$ cat config.mk
export PLATFORM = sky130hd
export DESIGN_NAME = one_wire_slave
export DESIGN_NICKNAME = d
export VERILOG_FILES = /design/src/rtl/one_wire_slave.sv
export SDC_FILE = /design/constraint.sdc
export NUM_CORES = 1
export LEC_CHECK = 0
export CAP_MARGIN = 10
export CORE_MARGIN = 2
export CORE_UTILIZATION = 40
export DETAILED_ROUTE_END_ITERATION = 8
export GPL_ROUTABILITY_DRIVEN = 0
export HOLD_SLACK_MARGIN = 0.06
export SYNTH_ARGS = -nofsm -noshare
export SYNTH_HDL_FRONTEND = slang
export SYNTH_SLANG_ARGS = --single-unit
$ cat constraint.sdc
create_clock -name clk -period 2.76 [get_ports clk]
set_clock_uncertainty 0.15 [all_clocks]
set_input_delay 0.828 -clock clk [delete_from_list [all_inputs] [get_ports clk]]
set_output_delay 0.828 -clock clk [all_outputs]
set_load 0.01 [all_outputs]
$ cat src/rtl/one_wire_slave.sv
// 1-Wire slave: bus reset/presence, write-slot receive, read-slot transmit; ONE_WIRE_SLAVE_CRC_EN adds Dallas CRC8 on RxCrc.
// Latency: 2-flop WireIn synchronizer plus one edge-detect stage; no backpressure, TxLoad is ignored unless idle at a byte boundary.
module one_wire_slave #(
    parameter int DATA_WIDTH = 8,
    parameter int RESET_MIN  = 400,
    parameter int PRES_WAIT  = 30,
    parameter int PRES_LEN   = 120,
    parameter int SAMPLE_PT  = 30,
    parameter int DRIVE_LEN  = 30,
    parameter int CNT_W      = 10
) (
    input  logic                  clk,
    input  logic                  SRst,
    input  logic                  WireIn,
    output logic                  WireOut,
    input  logic [DATA_WIDTH-1:0] TxData,
    input  logic                  TxLoad,
    output logic                  TxBusy,
    output logic [DATA_WIDTH-1:0] RxData,
    output logic                  RxValid,
    output logic                  ResetDet,
    output logic [7:0]            RxCrc
);
    localparam int BW = (DATA_WIDTH > 1) ? $clog2(DATA_WIDTH) : 1;

    typedef enum logic [2:0] {
        S_IDLE, S_SLOT_LOW, S_DRIVE, S_WAIT_HIGH, S_RST_LOW, S_PRES_WAIT, S_PRES_DRIVE
    } state_t;

    state_t                state, state_nxt;
    logic                  w_s1, w_s2, w_s3;
    logic [CNT_W-1:0]      cnt;
    logic [BW-1:0]         bitcnt;
    logic [DATA_WIDTH-1:0] tx_byte, rx_sh, rx_word;
    logic                  tx_busy, bit_val;
    logic                  fall, load_ok, eff_busy, eff_bit, cur_bit, last_bit;
    logic                  cnt_clr, bit_done, sample_en, enter_rst, wire_out;

    assign fall     = w_s3 & ~w_s2;
    assign load_ok  = TxLoad && (state == S_IDLE) && (bitcnt == '0) && !tx_busy;
    assign eff_busy = tx_busy | load_ok;
    assign eff_bit  = load_ok ? TxData[0] : tx_byte[bitcnt];
    assign last_bit = (bitcnt == BW'(DATA_WIDTH - 1));
    // A slot that rises before the sample point was never sampled: that is a write-1.
    assign cur_bit  = (cnt > CNT_W'(SAMPLE_PT)) ? bit_val : 1'b1;
    assign WireOut  = wire_out;
    assign TxBusy   = tx_busy;

    always_comb begin
        rx_word         = rx_sh;
        rx_word[bitcnt] = cur_bit;
    end

    always_comb begin
        state_nxt = state;
        cnt_clr   = 1'b0;
        bit_done  = 1'b0;
        sample_en = 1'b0;
        enter_rst = 1'b0;
        wire_out  = 1'b1;
        case (state)
            S_IDLE: if (fall) begin
                cnt_clr   = 1'b1;
                state_nxt = (eff_busy && !eff_bit) ? S_DRIVE : S_SLOT_LOW;
            end
            S_SLOT_LOW: begin
                sample_en = (cnt == CNT_W'(SAMPLE_PT)) && !tx_busy;
                if (w_s2) begin
                    bit_done  = 1'b1;
                    state_nxt = S_IDLE;
                end else if (cnt == CNT_W'(RESET_MIN)) begin
                    enter_rst = 1'b1;
                    state_nxt = S_RST_LOW;
                end
            end
            S_DRIVE: begin
                wire_out = 1'b0;
                if (cnt == CNT_W'(RESET_MIN)) begin
                    enter_rst = 1'b1;
                    state_nxt = S_RST_LOW;
                end else if (cnt == CNT_W'(DRIVE_LEN - 1)) begin
                    state_nxt = S_WAIT_HIGH;
                end
            end
            S_WAIT_HIGH: begin
                if (w_s2) begin
                    bit_done  = 1'b1;
                    state_nxt = S_IDLE;
                end else if (cnt == CNT_W'(RESET_MIN)) begin
                    enter_rst = 1'b1;
                    state_nxt = S_RST_LOW;
                end
            end
            S_RST_LOW: if (w_s2) begin
                cnt_clr   = 1'b1;
                state_nxt = S_PRES_WAIT;
            end
            S_PRES_WAIT: if (cnt == CNT_W'(PRES_WAIT - 1)) begin
                cnt_clr   = 1'b1;
                state_nxt = S_PRES_DRIVE;
            end
            S_PRES_DRIVE: begin
                wire_out = 1'b0;
                if (cnt == CNT_W'(PRES_LEN - 1)) state_nxt = S_IDLE;
            end
            default: state_nxt = S_IDLE;
        endcase
    end

    always_ff @(posedge clk) begin
        if (SRst) begin
            state    <= S_IDLE;
            w_s1     <= 1'b1;
            w_s2     <= 1'b1;
            w_s3     <= 1'b1;
            cnt      <= '0;
            bitcnt   <= '0;
            tx_byte  <= '0;
            tx_busy  <= 1'b0;
            rx_sh    <= '0;
            bit_val  <= 1'b1;
            RxData   <= '0;
            RxValid  <= 1'b0;
            ResetDet <= 1'b0;
        end else begin
            state    <= state_nxt;
            w_s1     <= WireIn;
            w_s2     <= w_s1;
            w_s3     <= w_s2;
            RxValid  <= 1'b0;
            ResetDet <= 1'b0;
            if (cnt_clr)                     cnt <= '0;
            else if (cnt != {CNT_W{1'b1}})   cnt <= cnt + CNT_W'(1);
            if (load_ok) begin
                tx_byte <= TxData;
                tx_busy <= 1'b1;
            end
            if (sample_en) bit_val <= w_s2;
            if (bit_done) begin
                bitcnt <= last_bit ? '0 : bitcnt + BW'(1);
                if (tx_busy) begin
                    if (last_bit) tx_busy <= 1'b0;
                end else begin
                    rx_sh <= rx_word;
                    if (last_bit) begin
                        RxData  <= rx_word;
                        RxValid <= 1'b1;
                    end
                end
            end
            if (enter_rst) begin
                ResetDet <= 1'b1;
                bitcnt   <= '0;
                tx_busy  <= 1'b0;
                rx_sh    <= '0;
            end
        end
    end

`ifdef ONE_WIRE_SLAVE_CRC_EN
    logic [7:0] crc;
    logic       crc_fb;
    assign crc_fb = crc[0] ^ cur_bit;
    always_ff @(posedge clk) begin
        if (SRst || enter_rst)          crc <= 8'h00;
        else if (bit_done && !tx_busy)  crc <= (crc >> 1) ^ (crc_fb ? 8'h8C : 8'h00);
    end
    assign RxCrc = crc;
`else
    assign RxCrc = 8'h00;
`endif
endmodule
==> flow_summary.toml, run 1 <==
[routing]
drcViolationCount = 0
drt-pass1-iter-count = 4
drt_wl_total_mm = 5.08
wl_per_cell_um = 12.8
avgViaCountPerCell = 5.22
ant_nets = 0
detailedRoute.firstIterationViolations = 99
via_count = 2060

[floorplan]
die-width_um = 82.5
floorplan.rows = 28
die_area_mm2 = 0.00681
start_util_pct = 41.4
core_region_area_mm2 = 0.00596
chipHeight_um = 82.5
pin_count = 32

[clocking]
number_of_buffers_created_by_cts = 5
number_of_levels_in_the_clock_h_tree = 2
post_cts.repair.setup_buffers = 0
cts.sinks = 47
cts_max_path_buffers = 2
clkSlewWorstSetupHoldPaths_ns = 0.09
cts_repair_resize_count = 0
cts_hold_buffers = 0
clock_latency_ns = 0.30
cts_root_buf = "sky130_fd_sc_hd__clkbuf_8"
cts_tree = "yes"

[yosys]
yosys_register_bits = 47
synth-async-reset-ratio_pct = 0
yosys_warnings = 0
synth_area_leader_cell = "sky130_fd_sc_hd__dfxtp_1"
netlist-cell-type-count = 58
ys_top_cells_by_area = "sky130_fd_sc_hd__dfxtp_1, sky130_fd_sc_hd__a21oi_1, sky130_fd_sc_hd__nand2_1, sky130_fd_sc_hd__nor2_1, sky130_fd_sc_hd__ha_1"
number_of_enable_type_register_cells_in_the_synthesized_netlist = 0
syn_area_per_cell_um2 = 8.36
dominantRegCellSynth = "sky130_fd_sc_hd__dfxtp_1"
mappedNetlistArea_mm2 = 0.00246
fraction_of_the_yosys_area_taken_by_sequential_cells_pct = 38.2
syn_inst = 295
area_share_of_the_leading_cell_type_in_the_synthesized_netlist_pct = 38.2

[timing]
unrepaired_setup_endpoints_after_global_routing = "no"
postLayoutSetupSlackWorst_ns = 0.283
timing.final.hold_violations = 0
fmax_ghz = 0.404
layout_min_cycle_time_ns = 2.48
final.period_utilization_pct = 89.7
tns_ns = 0
timing_worst_slew_pin_value_ns = 0.738
final_setup_fails = 0
final_slew_violations = 0
maxSlewHeadroom_pct = 50.8

[global_route]
global_route.usage.total_pct = 16.1
globalRoute.totalOverflow = 0
grt_first_pass_wirelength_mm = 8.58
antenna_violations_before_repair = 0
grt_start_max_net_pins = 17
vias_in_the_first_global_route = 1872

[worst_setup_path]
critical_path_cell_count = 1
crit_fanout = 9
timing.reg2reg.worst_path_depth = 5
slowest_delay_ns = 0.62
critical_path.reg2reg.endpoint = "RxData[7]"
worst_path_dominant_cell_family = "buffers and inverters"
critical_path_buffer_and_inverter_count = 1
critPathSlowestCell = "sky130_fd_sc_hd__clkdlybuf4s50_1"
cp_data_required_time_ns = 1.78
worst-endpoint-arrival_ns = 1.50
crit_path_start_kind = "register"
reg2reg_slack_ns = 0.53
timing.critical_path.cells = "clkdlybuf4s50_1"
critical_path.reg2reg.startpoint = "state[2]"
critPathCaptureType = "output port"
criticalPathCategory = "register to output port"

[finish]
fill_cells = 593
num_antenna_cells = 0
layout.nets = 338
layout.cells.most_common = "sky130_fd_sc_hd__dfxtp_1"
layout_common_cells = "sky130_fd_sc_hd__dfxtp_1, sky130_fd_sc_hd__a21oi_1, sky130_fd_sc_hd__nand2_1"
drive_above_1_share_pct = 10.6
stdcell_area_mm2 = 0.00286
layout.cells.non_filler = 395
areaGrowthSynthToFinish_pct = 16.1
fin_util_pct = 48.0

[status]
status = "completed"

[power_and_ir_drop]
p_leak_uw = 0.00103
power-per-cell-area_mw_per_mm2 = 690
vdd.ir_drop.worst_mv = 0.374

[hold_path]
hp-start = "w_s1"
min_delay_worst_endpoint = "w_s2"
hold_class = "register to register"
min_delay_path_depth = 1

[place]
hpwl_mm = 3.56
buffer_ports.inserted = 23
dpl-instance-area_mm2 = 0.00273
dp.cells = 387
dp_worst_setup_slack_ns = 0.217

[job]
maxCapViolations = 0
==> per-stage QoR <==
stage,hold WS (ns),power [uW]
after floorplan,0.239,1270
after global placement,0.245,1400
after detailed placement,0.249,1400
after CTS,0.270,2000
after global routing,0.279,2100
final,0.266,1980
==> worst max path at each step <==
stage / start / to / slack (ns)
final: TxBusy / TxBusy / 0.28
after global routing: TxBusy / TxBusy / 0.24
after CTS: TxBusy / TxBusy / 0.28
after detailed placement: TxLoad / tx_byte[5] / 0.22
after global placement: TxLoad / tx_byte[5] / 0.28
after floorplan: TxLoad / tx_byte[0] / 0.81
==> routing by layer <==
layer / vias up / wire length [um] / track usage, %
met5: - / 0 / 0
met2: 22 / 2290 / 26.1
met1: 938 / 2610 / 21.5
met3: 4 / 119 / 3.26
met4: 0 / 59 / 5.41
li1: 1096 / - / -
==> synth_stat cells, drive strengths merged (2+ instances only) <==
library cell	count
o21ai	10
buf	14
nand3b	4
nand3	10
nor3	13
inv	8
and3	2
or2	3
nand4	4
xnor2	2
or3	2
xor2	4
clkbuf	9
nor2	29
ha	7
a21oi	34
nand2	33
nor2b	2
nor4	3
nand2b	3
a31oi	8
nor3b	2
mux2i	4
a22o	8
a311oi	6
o211ai	2
a211oi	3
dfxtp	47
==> layout make-up <==
class / count / area [um^2] / share of cell area [%]
multi-input combinational: 223 / 1350 / 47.2
tap: 75 / 93.8 / 3.28
clock inverter: 2 / 60.1 / 2.10
clock buffer: 6 / 72.6 / 2.54
sequential: 47 / 941 / 32.9
inverter: 8 / 30.0 / 1.05
timing repair buffer: 34 / 313 / 10.9
==> flip-flops by register name (all words and copies together) (netlist names) <==
| register | cells |
|---|---|
| w_s2 | 1 |
| bitcnt | 3 |
| bit_val | 1 |
| tx_byte | 8 |
| rx_sh | 8 |
| state | 3 |
| w_s3 | 1 |
| w_s1 | 1 |
| cnt | 10 |
| TxBusy | 1 |
| RxData | 8 |
| ResetDet | 1 |
| RxValid | 1 |
==> kinds of logic after synthesis <==
group	after synthesis	share of synthesized area [%]
adder cells (fa/ha/maj)	7	3.55
multiplexers	4	1.62
AO/OA/AOI/OAI	81	21.8
buffers and inverters	32	8.07
AND/OR/NAND/NOR	117	24.5
other	1	0.152
flip-flops	47	38.2
XOR/XNOR	6	2.13
==> report_power, final <==
part	total [uW]	internal (uW)	switching (uW)	leakage, uW
Combinational	592	242	349	0.000582
Clock	590	362	228	0.0000654
Sequential	793	739	54.6	0.000382
==> worst register-to-register path, cell delays in order, from the launching register on <==
cell and delay [ns]:
sky130_fd_sc_hd__dfxtp_1 0.63, sky130_fd_sc_hd__and2b_1 0.29, sky130_fd_sc_hd__nand2_2 0.20, sky130_fd_sc_hd__nor2_1 0.06, sky130_fd_sc_hd__a21oi_1 0.61, sky130_fd_sc_hd__a22o_1 0.24
No activity file was read; power rests on OpenSTA's default activity.
==> inputs of run 2 (changes only) <==
MAX_ROUTING_LAYER = met4   (was not set)
SKIP_CTS_REPAIR_TIMING = 1   (was not set)
==> flow_summary.toml, run 2 (synthesized netlist as in run 1, its figures left out) <==
[status]
status = "completed"

[routing]
drt-pass1-iter-count = 4
avgViaCountPerCell = 5.22
via_count = 2060
drt_wl_total_mm = 5.08
detailedRoute.firstIterationViolations = 99
wl_per_cell_um = 12.8
drcViolationCount = 0
ant_nets = 0

[worst_setup_path]
timing.critical_path.cells = "clkdlybuf4s50_1"
worst_path_dominant_cell_family = "buffers and inverters"
criticalPathCategory = "register to output port"
slowest_delay_ns = 0.62
crit_path_start_kind = "register"
crit_fanout = 9
critPathCaptureType = "output port"
critical_path_cell_count = 1
timing.reg2reg.worst_path_depth = 5
worst-endpoint-arrival_ns = 1.50
cp_data_required_time_ns = 1.78
critical_path_buffer_and_inverter_count = 1
critPathSlowestCell = "sky130_fd_sc_hd__clkdlybuf4s50_1"

[timing]
fmax_ghz = 0.404
timing_worst_slew_pin_value_ns = 0.738
maxSlewHeadroom_pct = 50.8
tns_ns = 0
postLayoutSetupSlackWorst_ns = 0.283
unrepaired_setup_endpoints_after_global_routing = "no"
layout_min_cycle_time_ns = 2.48
final_slew_violations = 0
timing.final.hold_violations = 0
final.period_utilization_pct = 89.7
final_setup_fails = 0

[clocking]
cts.sinks = 47
cts_tree = "yes"
clkSlewWorstSetupHoldPaths_ns = 0.09
number_of_buffers_created_by_cts = 5
cts_root_buf = "sky130_fd_sc_hd__clkbuf_8"
cts_max_path_buffers = 2
clock_latency_ns = 0.30
number_of_levels_in_the_clock_h_tree = 2

[floorplan]
die_area_mm2 = 0.00681
pin_count = 32
chipHeight_um = 82.5
core_region_area_mm2 = 0.00596
die-width_um = 82.5
floorplan.rows = 28
start_util_pct = 41.4

[hold_path]
hold_class = "register to register"
min_delay_path_depth = 1

[finish]
largest_register_ffs = 10
num_antenna_cells = 0
areaGrowthSynthToFinish_pct = 16.1
fin_util_pct = 48.0
register_with_the_highest_flop_count = "cnt"
layout.nets = 338
layout.cells.most_common = "sky130_fd_sc_hd__dfxtp_1"
layout_common_cells = "sky130_fd_sc_hd__dfxtp_1, sky130_fd_sc_hd__a21oi_1, sky130_fd_sc_hd__nand2_1"
layout.cells.non_filler = 395
drive_above_1_share_pct = 10.6

[global_route]
globalRoute.totalOverflow = 0
grt_start_max_net_pins = 17
antenna_violations_before_repair = 0
global_route.usage.total_pct = 16.6
vias_in_the_first_global_route = 1873
grt_first_pass_wirelength_mm = 8.57

[power_and_ir_drop]
power-per-cell-area_mw_per_mm2 = 690
vdd.ir_drop.worst_mv = 0.374
p_leak_uw = 0.00103
totalPowerFinal_uw = 1980

[place]
dp_worst_setup_slack_ns = 0.217
hpwl_mm = 3.56
dp.cells = 387
buffer_ports.inserted = 23

[job]
maxCapViolations = 0
## run 2: cell counts in the layout (fill, tap and decap cells not counted)
No cell type changed its count.
## run 2: metal layers
metal  wire length, um  vias to the layer above  track usage (%)
met2              2290                       22             26.1
met5                 0                        -                -
met1              2610                      938             21.5
met3               119                        4             3.26
li1                  -                     1096                -
met4                59                        0             5.41
## run 2: per-stage QoR
| stage | hold WS [ns] | cell area (um^2) |
|---|---|---|
| finish | 0.266 | 2860 |
| global placement | 0.245 | 2730 |
| global route | 0.279 | 2860 |
| detailed placement | 0.249 | 2730 |
| CTS | 0.270 | 2860 |
| floorplan | 0.239 | 2490 |
## run 2: cell type report
| cell class | instances | area [um^2] |
|---|---|---|
| flip-flops and latches | 47 | 941 |
| clock buffers | 6 | 72.6 |
| clock inverters | 2 | 60.1 |
| inverters | 8 | 30.0 |
| repair buffers | 34 | 313 |
| fillers | 593 | 3090 |
| multi-input cells | 223 | 1350 |
| well taps | 75 | 93.8 |
## run 2: final timing paths
| check | to | slack [ns] | start |
|---|---|---|---|
| worst min register to register | w_s2 | 0.27 | w_s1 |
| worst max register to register | RxData[7] | 0.53 | state[2] |
| worst max-delay path | TxBusy | 0.28 | TxBusy |
| worst min-delay path | w_s2 | 0.27 | w_s1 |
## run 2: power by group
part | leakage, uW | internal [uW] | switching, uW | total [uW]
sequential | 0.000382 | 739 | 54.6 | 793
clock | 0.0000654 | 362 | 228 | 590
combinational | 0.000582 | 242 | 349 | 592
==> inputs of run 3 (changes only) <==
CORE_UTILIZATION = 55   (was 40)
PLACE_DENSITY = 0.8   (was not set)
==> flow_summary.toml, run 3 (synthesized netlist as in run 1, its figures left out) <==
[global_route]
antenna_violations_before_repair = 0
grt_first_pass_wirelength_mm = 9.07
vias_in_the_first_global_route = 2083
grt_start_max_net_pins = 18
global_route.usage.total_pct = 22.8
globalRoute.totalOverflow = 0

[timing]
tns_ns = 0
final_slew_violations = 0
fmax_ghz = 0.406
timing.final.hold_violations = 0
timing_worst_slew_pin_value_ns = 0.665
timing.hold.ws_ns = 0.269
final.period_utilization_pct = 89.3
layout_min_cycle_time_ns = 2.47
final_setup_fails = 0
unrepaired_setup_endpoints_after_global_routing = "no"
maxSlewHeadroom_pct = 55.6

[finish]
register_with_the_highest_flop_count = "cnt"
largest_register_ffs = 10
num_antenna_cells = 0
drive_above_1_share_pct = 10.4
layout.nets = 336
fill_cells = 410
layout_common_cells = "sky130_fd_sc_hd__dfxtp_1, sky130_fd_sc_hd__a21oi_1, sky130_fd_sc_hd__nand2_1"
layout.cells.most_common = "sky130_fd_sc_hd__dfxtp_1"
areaGrowthSynthToFinish_pct = 12.5

[job]
maxCapViolations = 0

[routing]
wl_per_cell_um = 13.6
ant_nets = 0
avgViaCountPerCell = 5.75
drt-pass1-iter-count = 4
drcViolationCount = 0
drt_wl_total_mm = 5.03
via_count = 2127
detailedRoute.firstIterationViolations = 203

[hold_path]
min_delay_worst_endpoint = "w_s2"
min_delay_path_depth = 1
hp-start = "w_s1"
hold_class = "register to register"

[worst_setup_path]
cp_data_required_time_ns = 1.78
crit_path_start_kind = "register"
reg2reg_slack_ns = 0.50
critical_path_buffer_and_inverter_count = 1
slowest_delay_ns = 0.62
timing.critical_path.cells = "clkdlybuf4s50_1"
worst_path_dominant_cell_family = "buffers and inverters"
critical_path.reg2reg.endpoint = "state[1]"
worst-endpoint-arrival_ns = 1.49
critical_path.reg2reg.startpoint = "bitcnt[1]"
criticalPathCategory = "register to output port"
critPathSlowestCell = "sky130_fd_sc_hd__clkdlybuf4s50_1"
crit_fanout = 9
timing.reg2reg.worst_path_depth = 7
critPathCaptureType = "output port"

[clocking]
number_of_buffers_created_by_cts = 5
clock_latency_ns = 0.31
cts_tree = "yes"
number_of_levels_in_the_clock_h_tree = 2
cts_max_path_buffers = 2
cts_root_buf = "sky130_fd_sc_hd__clkbuf_8"
cts.sinks = 47
clkSlewWorstSetupHoldPaths_ns = 0.09

[power_and_ir_drop]
portion_of_total_power_attributed_to_the_clock_network_pct = 23.0
p_int_uw = 1160
p_leak_uw = 0.000994
comb_pwr_share_pct = 32.4
vdd.ir_drop.worst_mv = 0.510
power-per-cell-area_mw_per_mm2 = 647
switching_share_pct = 35.6
switching_power_summed_over_all_nets_uw = 639
power.share.sequential_pct = 44.5

[place]
hpwl_mm = 3.55
buffer_ports.inserted = 23

[floorplan]
die-width_um = 70.9
floorplan.rows = 24
die_area_mm2 = 0.00503
chipHeight_um = 70.9
start_util_pct = 57.0
pin_count = 32
core_region_area_mm2 = 0.00432

[status]
status = "completed"
==> run 3: cell type report <==
| type | count | area [um^2] | share of cell area, % |
|---|---|---|---|
| Clock buffer | 5 | 68.8 | 2.48 |
| Clock inverter | 3 | 20.0 | 0.722 |
| Inverter | 8 | 30.0 | 1.08 |
| Multi-Input combinational cell | 223 | 1350 | 48.7 |
| Sequential cell | 47 | 941 | 33.9 |
| Tap cell | 52 | 65.1 | 2.35 |
| Timing Repair Buffer | 32 | 298 | 10.7 |
==> run 3: worst max path at each step <==
stage	start	end	slack [ns]	cells past startpoint
6_report	TxBusy	TxBusy	0.29	1
5_1_grt	TxBusy	TxBusy	0.24	1
4_1_cts	TxBusy	TxBusy	0.29	1
3_5_place_dp	TxLoad	tx_byte[7]	0.24	5
3_3_place_gp	TxLoad	tx_byte[1]	0.28	5
2_1_floorplan	TxLoad	tx_byte[0]	0.81	5
==> run 3: power groups by stage <==
stage	clock, uW	combinational (uW)	sequential, uW
after CTS	429	581	798
after floorplan	0	471	798
after global routing	453	657	807
final	413	582	799
after detailed placement	0	578	813
after global placement	0	572	811
==> run 3: through the flow <==
step	setup slack [ns]	utilization [%]	instances	power [uW]	instance area (um^2)
floorplan	0.810	-	302	1270	2490
global placement	0.281	62.1	362	1380	2690
detailed placement	0.241	62.1	362	1390	2690
CTS	0.290	64.1	370	1810	2770
global route	0.242	64.1	370	1920	2770
finish	0.295	64.1	370	1790	2770
==> run 3: metal layers <==
layer	vias up	GRT usage, %	part of all wire, %
met3	7	3.70	4.2
met1	985	30.0	48
li1	1088	-	-
met5	-	-	0
met4	0	8.81	1.6
met2	47	35.3	47
